$ cat src/rtl/ddr_pkg.sv
// Shared definitions for the falling-arrow playfield controller.
//   state_e   : round state encoding (also driven on the scheduler's state port)
//   NUM_LANES : number of arrow lanes
//   LFSR_*    : spawn LFSR seed, tap mask and step function
package ddr_pkg;

  typedef enum logic [1:0] {
    StIdle      = 2'd0,
    StCountdown = 2'd1,
    StPlaying   = 2'd2,
    StOver      = 2'd3
  } state_e;

  localparam int unsigned NUM_LANES = 4;
  localparam int unsigned LANE_W    = $clog2(NUM_LANES);

  localparam logic [7:0] LFSR_SEED = 8'hA5;
  // Taps 8,6,5,4 (1-based) map to bits 7,5,4,3.
  localparam logic [7:0] LFSR_TAPS = 8'b1011_1000;

  // Fibonacci step: shift left, feedback enters at bit 0.
  function automatic logic [7:0] lfsr_next(input logic [7:0] cur);
    return {cur[6:0], ^(cur & LFSR_TAPS)};
  endfunction

endpackage

$ cat src/rtl/lane_picker.sv
// Rotating find-first-free lane selector (purely combinational).
//   start_idx_i : lane checked first; the search wraps upward modulo NUM_LANES
//   busy_i      : per-lane occupied flags
//   grant_o     : one-hot first free lane at or after start_idx_i
//   valid_o     : a free lane was found
module lane_picker
  import ddr_pkg::*;
(
  input  logic [LANE_W-1:0]    start_idx_i,
  input  logic [NUM_LANES-1:0] busy_i,
  output logic [NUM_LANES-1:0] grant_o,
  output logic                 valid_o
);

  logic [LANE_W-1:0] idx;

  always_comb begin
    grant_o = '0;
    valid_o = 1'b0;
    idx     = '0;
    for (int unsigned k = 0; k < NUM_LANES; k++) begin
      idx = LANE_W'(32'(start_idx_i) + k);
      if (!valid_o && !busy_i[idx]) begin
        grant_o[idx] = 1'b1;
        valid_o      = 1'b1;
      end
    end
  end

endmodule

$ cat src/rtl/note_scheduler.sv
// Round sequencer and arrow spawn scheduler for the falling-arrow playfield.
//   CLK, reset     : clock and asynchronous active-high reset
//   hc, vc         : raster position; (0,0) marks the once-per-frame tick
//   start          : level-sensitive start request, sampled on frame ticks
//   hit, miss      : one-cycle judge pulses, counted on any cycle while playing
//   lane_busy      : lanes that still hold an arrow above the spawn zone
//   spawn          : one-hot, one-cycle spawn pulse
//   y_speed        : fall speed in pixels per frame
//   level          : difficulty level (0..15)
//   state          : 0 idle, 1 countdown, 2 playing, 3 over
module note_scheduler
  import ddr_pkg::*;
#(
  parameter int unsigned COUNTDOWN_FRAMES = 180,
  parameter int unsigned GAP_INIT         = 60,
  parameter int unsigned GAP_STEP         = 5,
  parameter int unsigned GAP_MIN          = 15,
  parameter int unsigned SPEED_INIT       = 1,
  parameter int unsigned SPEED_MAX        = 8,
  parameter int unsigned HITS_PER_LEVEL   = 8,
  parameter int unsigned MISS_LIMIT       = 10
) (
  input  logic                 CLK,
  input  logic                 reset,
  input  logic [9:0]           hc,
  input  logic [9:0]           vc,
  input  logic                 start,
  input  logic                 hit,
  input  logic                 miss,
  input  logic [NUM_LANES-1:0] lane_busy,
  output logic [NUM_LANES-1:0] spawn,
  output logic [7:0]           y_speed,
  output logic [3:0]           level,
  output logic [1:0]           state
);

  localparam logic [15:0] CdLast    = 16'(COUNTDOWN_FRAMES - 1);
  localparam logic [7:0]  HitWrap   = 8'(HITS_PER_LEVEL - 1);
  localparam logic [7:0]  MissLimit = 8'(MISS_LIMIT);
  localparam logic [7:0]  GapInit   = 8'(GAP_INIT);
  localparam logic [8:0]  SpeedInit = 9'(SPEED_INIT);
  localparam logic [8:0]  SpeedMax  = 9'(SPEED_MAX);

  state_e                 state_q, state_d;
  logic [15:0]            cd_cnt_q, cd_cnt_d;
  logic [7:0]             gap_cnt_q, gap_cnt_d;
  logic [7:0]             hit_cnt_q, hit_cnt_d;
  logic [7:0]             miss_cnt_q, miss_cnt_d;
  logic [3:0]             level_q, level_d;
  logic [7:0]             lfsr_q, lfsr_d;
  logic [NUM_LANES-1:0]   spawn_q, spawn_d;
  logic [7:0]             y_speed_q, y_speed_d;

  logic                   frame_tick;
  logic signed [8:0]      gap_raw;
  logic [7:0]             gap_cur;
  logic [8:0]             speed_sum;
  logic [NUM_LANES-1:0]   pick_grant;
  logic                   pick_valid;

  assign frame_tick = (hc == 10'd0) && (vc == 10'd0);

  // 9-bit signed so high levels go negative instead of wrapping, then clamp.
  assign gap_raw = $signed(9'(GAP_INIT)) - $signed(9'(GAP_STEP * 32'(level_q)));
  assign gap_cur = (gap_raw < $signed(9'(GAP_MIN))) ? 8'(GAP_MIN) : gap_raw[7:0];

  assign speed_sum = SpeedInit + {5'd0, level_q};

  lane_picker u_lane_picker (
    .start_idx_i (lfsr_q[LANE_W-1:0]),
    .busy_i      (lane_busy),
    .grant_o     (pick_grant),
    .valid_o     (pick_valid)
  );

  always_comb begin
    state_d    = state_q;
    cd_cnt_d   = cd_cnt_q;
    gap_cnt_d  = gap_cnt_q;
    hit_cnt_d  = hit_cnt_q;
    miss_cnt_d = miss_cnt_q;
    level_d    = level_q;
    lfsr_d     = lfsr_q;
    spawn_d    = '0;

    if (frame_tick) begin
      lfsr_d = lfsr_next(lfsr_q);
    end

    // Judge pulses are not tied to the frame tick.
    if (state_q == StPlaying) begin
      if (hit) begin
        if (hit_cnt_q == HitWrap) begin
          hit_cnt_d = '0;
          if (level_q != 4'hF) level_d = level_q + 4'd1;
        end else begin
          hit_cnt_d = hit_cnt_q + 8'd1;
        end
      end
      if (miss && (miss_cnt_q != 8'hFF)) begin
        miss_cnt_d = miss_cnt_q + 8'd1;
      end
    end

    if (frame_tick) begin
      case (state_q)
        StIdle, StOver: begin
          if (start) begin
            state_d    = StCountdown;
            level_d    = '0;
            hit_cnt_d  = '0;
            miss_cnt_d = '0;
            cd_cnt_d   = '0;
          end
        end
        StCountdown: begin
          if (cd_cnt_q == CdLast) begin
            state_d   = StPlaying;
            gap_cnt_d = GapInit;
          end else begin
            cd_cnt_d = cd_cnt_q + 16'd1;
          end
        end
        StPlaying: begin
          // Registered miss count: a miss on this tick is seen next tick.
          if (miss_cnt_q >= MissLimit) begin
            state_d = StOver;
          end else if (gap_cnt_q > 8'd1) begin
            gap_cnt_d = gap_cnt_q - 8'd1;
          end else if (pick_valid) begin
            // The tick that reaches zero also fires, so spawns are exactly
            // 'gap' ticks apart; a count already at zero is a retry.
            spawn_d   = pick_grant;
            gap_cnt_d = gap_cur;
          end else begin
            gap_cnt_d = '0;
          end
        end
        default: ;
      endcase
    end

    if ((state_q == StCountdown) || (state_q == StPlaying)) begin
      y_speed_d = (speed_sum > SpeedMax) ? SpeedMax[7:0] : speed_sum[7:0];
    end else begin
      y_speed_d = '0;
    end
  end

  always_ff @(posedge CLK or posedge reset) begin
    if (reset) begin
      state_q    <= StIdle;
      cd_cnt_q   <= '0;
      gap_cnt_q  <= '0;
      hit_cnt_q  <= '0;
      miss_cnt_q <= '0;
      level_q    <= '0;
      lfsr_q     <= LFSR_SEED;
      spawn_q    <= '0;
      y_speed_q  <= '0;
    end else begin
      state_q    <= state_d;
      cd_cnt_q   <= cd_cnt_d;
      gap_cnt_q  <= gap_cnt_d;
      hit_cnt_q  <= hit_cnt_d;
      miss_cnt_q <= miss_cnt_d;
      level_q    <= level_d;
      lfsr_q     <= lfsr_d;
      spawn_q    <= spawn_d;
      y_speed_q  <= y_speed_d;
    end
  end

  assign spawn   = spawn_q;
  assign y_speed = y_speed_q;
  assign level   = level_q;
  assign state   = state_q;

endmodule

$ cat config.mk
export PLATFORM = sky130hd
export DESIGN_NAME = note_scheduler
export DESIGN_NICKNAME = d
export VERILOG_FILES = /design/src/rtl/ddr_pkg.sv /design/src/rtl/lane_picker.sv /design/src/rtl/note_scheduler.sv
export SDC_FILE = /design/constraint.sdc
export NUM_CORES = 1
export LEC_CHECK = 0
export ABC_AREA = 0
export ABC_CLOCK_PERIOD_IN_PS = 7000
export BUFFER_PORTS_ARGS = -buffer_cell sky130_fd_sc_hd__buf_2
export CORE_MARGIN = 2
export CORE_UTILIZATION = 35
export DETAILED_ROUTE_END_ITERATION = 10
export SLEW_MARGIN = 0
export SYNTH_ARGS = -nofsm -noshare
export SYNTH_HDL_FRONTEND = slang
export SYNTH_SLANG_ARGS = --single-unit
$ cat constraint.sdc
create_clock -name CLK -period 7 [get_ports CLK]
set_input_delay 1.05 -clock CLK [delete_from_list [all_inputs] [get_ports CLK]]
set_output_delay 1.05 -clock CLK [all_outputs]
set_load 0.03 [all_outputs]
==> results.md <==
Die:
- Once the floorplan was initialized, standard cells occupied 35.60% of the core.
- The count of boundary I/O pins is 47.
- The number of placement rows is 39.
- The x dimension of the die is 111.5 um.
- The vertical extent of the die is 111.5 um.
- The total die area is 0.01244 mm^2.
- The region available for standard cell placement spans 0.01137 mm^2.

Place:
- At the end of routability-driven placement, the weighted congestion stood at 0.8875.
- The count of input and output buffers is 43.
- In this run the cell area measured after placement is 0.004377 mm^2.
- OpenSTA, run right after detailed placement, puts the worst setup slack at 3.851 ns.
- After legalization and detailed placement, the total HPWL measured 6.140 mm.

Yosys:
- Yosys mapped a number of flops with a built-in enable equal to 0.
- The number of distinct standard cells referenced by the synthesized netlist is 57.
- The async set-reset flop share out of synthesis is 100.0%.
- After synthesis, the mean cell area works out to 8.915 um^2.
- Among all flip-flop cells after synthesis, the most frequent one is sky130_fd_sc_hd__dfrtp_1.
- The synthesized netlist cell count is 454.
- Of the synthesized area, sequential elements account for 39.07%.
- The number of warning messages in the yosys log is 0.
- The post-synthesis register bit count is 63.
- The synthesized cell area is 0.004048 mm^2.

Cells and area:
- In the layout the commonest cells are 59 x sky130_fd_sc_hd__dfrtp_1, 51 x sky130_fd_sc_hd__nor2_1, 43 x sky130_fd_sc_hd__buf_2, 40 x sky130_fd_sc_hd__nand2_1, 28 x sky130_fd_sc_hd__inv_1.
- The area added between synthesis and finish is 14.71%.
- The proportion of layout cells with a drive suffix above 1 is 15.63%.
- Leaving out fill and tap cells, the most frequent cell in the layout is sky130_fd_sc_hd__dfrtp_1.
- The number of antenna diodes is 0.
- The final cell utilization of the core is 40.84%.
- The multi-input logic area is 0.002270 mm^2.
- In the final design database the tool counted 550 nets.
- The layout filler cell count is 1,139.
- The design area is 0.004643 mm^2.
- The sequential cells in the finished layout cover a total of 0.001582 mm^2.

Global routing:
- Entering global routing, the biggest net connects 64 pins.
- The overall track demand over capacity in global routing is 14.40%.
- The first global-routing pass estimated 14.61 mm of wire.
- The initial antenna violation count came to 0.
- The via count of the first global-routing pass is 3,129.
- The aggregate global routing overflow is 0.

Power and ir drop:
- In this run the static leakage power is 2.103 nW.
- The power per unit of standard cell area is 173.5 mW/mm^2.
- The peak ir drop on the vdd network is 0.1256 mV.

STA:
- The worst-case headroom to the max-slew limit is 43.29%.
- Subtracting the final worst setup slack from the clock period gives 2.974 ns.
- For this run, the top clock speed supported by timing is 336.3 MHz.
- The worst-margin pin slew is 0.8476 ns.
- The final-report max-slew violation count was 0.
- After layout, the worst setup slack is 4.026 ns.
- The fraction of the cycle the final worst path needs is 42.48%.
- Setup repair after global routing left no endpoint under its margin.
- The number of hold-slack violations in the final timing report is 0.
- The final number of setup-violating endpoints is 0.
- Setup total negative slack on the finished layout was measured at 0 ns.
- The post-route clock skew is 0.005741 ns.
- The final hold slack is 0.4628 ns.

Setup path:
- The endpoint required time on the critical path is 7.26 ns.
- At the worst endpoint, the arrival time is 3.23 ns.
- The type of element capturing the critical path is a flip-flop.
- The startpoint-to-endpoint class of the critical path is reg -> reg.
- The largest driver fanout on the critical path is 11.
- The kind of start point of the critical path is a flip-flop.

Clock network:
- Counting the buffers created by CTS gives 9.
- Clock latency on the worst-skew pair, taken at its later pin, is 0.34 ns.
- The clock tree from TritonCTS is done.
- The clock-pin slew reported for the worst setup and hold paths after clock tree synthesis is 0.05 ns.
- The clock drives 63 sinks.
- The post-CTS setup-driven buffer insertion count is 0.
- The maximum count of clock buffers along a single path is 2.
- The number of hold buffers added after CTS was 0.
- The cell at the root of the clock tree is sky130_fd_sc_hd__clkbuf_16.
- The number of cells upsized or downsized after cts is 0.
- The count of H-tree levels built during CTS is 3.

Route:
- In this run the remaining antenna-violating nets after routing total 0.
- The via density per instance is 5.344.
- For this block, the via count after detailed routing is 3,431.
- After detailed routing, the total wire length is 8.671 mm.
- In the final routed layout, each cell accounts on average for 13.51 um.
- The first-pass iteration count of the detailed router is 4.
- The detailed router's first-iteration violation count is 220.
- For this run, design rule violations remaining after detail routing come to 0.

Min path:
- The class of the worst hold path is reg -> reg.

Job:
- Across the run, the number of max-cap violations was 0.

Status:
- The flow ran to the end, and the final reports show no timing, DRC or antenna violations.
worst paths after layout:
kind                            startpoint            to  slack (ns)  depth (start not counted)
worst max-delay path              level[3]  gap_cnt_q[6]        4.03                         13
worst min-delay path             lfsr_q[7]     lfsr_q[7]        0.46                          2
worst max register to register    level[3]  gap_cnt_q[6]        4.03                         13
worst min register to register   lfsr_q[7]     lfsr_q[7]        0.46                          2
max in group asynchronous            reset      level[3]        5.54                          3
min in group asynchronous            reset      spawn[1]        0.94                          3
logic make-up (layout without fill, tap and decap cells):
group,count (synthesis),count (layout),synth area share (%)
AO/OA/AOI/OAI,86,86,14.16
XOR/XNOR,25,25,5.410
adder cells (fa/ha/maj),26,26,8.037
buffers and inverters,48,90,5.131
flip-flops,63,63,39.07
multiplexers,10,10,3.431
other,1,4,0.09265
AND/OR/NAND/NOR,195,195,24.67
stage by stage:
step	std cells	total power [mW]
global route	642	0.8393
floorplan	457	0.3902
CTS	642	0.8159
global placement	627	0.4029
finish	642	0.8058
detailed placement	627	0.4035
state kept, by name, summed over array words and instances, names as in the netlist, 4 cells and up:
name        cells
cd_cnt_q       16
hit_cnt_q       8
spawn           4
lfsr_q          8
level           4
miss_cnt_q      8
y_speed         5
gap_cnt_q       8
layer usage:
| metal | up-vias | part of all wire (%) | track usage, % |
|---|---|---|---|
| li1 | 1701 | - | - |
| met1 | 1667 | 48 | 18.90 |
| met2 | 51 | 47 | 23.05 |
| met3 | 12 | 3.4 | 3.811 |
| met4 | 0 | 1.5 | 5.185 |
| met5 | - | 0 | 0 |
power by group:
group	switching, mW	total (mW)	internal (mW)
registers	0.0000723	0.365	0.365
clock network	0.163	0.409	0.247
logic	0.0197	0.0316	0.0119
layout make-up:
cell class / count / area share (%)
sequential: 63 / 34.06
multi-input combinational: 346 / 48.88
clock inverter: 3 / 0.4312
inverter: 29 / 2.344
clock buffer: 12 / 5.309
tap: 143 / 3.853
timing repair buffer: 46 / 5.120
worst max-delay path, cell delays in order (launching register included):
cell and delay [ns]:
sky130_fd_sc_hd__dfrtp_1 0.51, sky130_fd_sc_hd__ha_1 0.34, sky130_fd_sc_hd__inv_1 0.04, sky130_fd_sc_hd__ha_1 0.33, sky130_fd_sc_hd__a21boi_0 0.14, sky130_fd_sc_hd__nor3_1 0.25, sky130_fd_sc_hd__a22oi_1 0.14, sky130_fd_sc_hd__a31oi_1 0.15
sky130_fd_sc_hd__ha_1 0.31, sky130_fd_sc_hd__nor2_1 0.11, sky130_fd_sc_hd__nand3_1 0.07, sky130_fd_sc_hd__o21ai_0 0.20, sky130_fd_sc_hd__o2111ai_1 0.13, sky130_fd_sc_hd__mux2i_1 0.17
Yosys cell counts (all sizes together), types with 6 or more instances:
cell | number | area, um^2
a21oi | 19 | 95.09
or4 | 7 | 57.56
nand3 | 19 | 95.09
nor4 | 9 | 56.30
xor2 | 12 | 105.1
dfrtp | 59 | 1476
mux2i | 6 | 60.06
nand2 | 40 | 150.1
ha | 26 | 325.3
nand4 | 14 | 93.84
clkbuf | 13 | 48.80
xnor2 | 13 | 113.9
nor2 | 51 | 191.4
buf | 6 | 50.04
nor3 | 14 | 75.07
and3 | 10 | 62.56
or3 | 10 | 67.56
inv | 29 | 108.9
o21ai | 26 | 130.1
No activity file was read; power rests on OpenSTA's default activity.
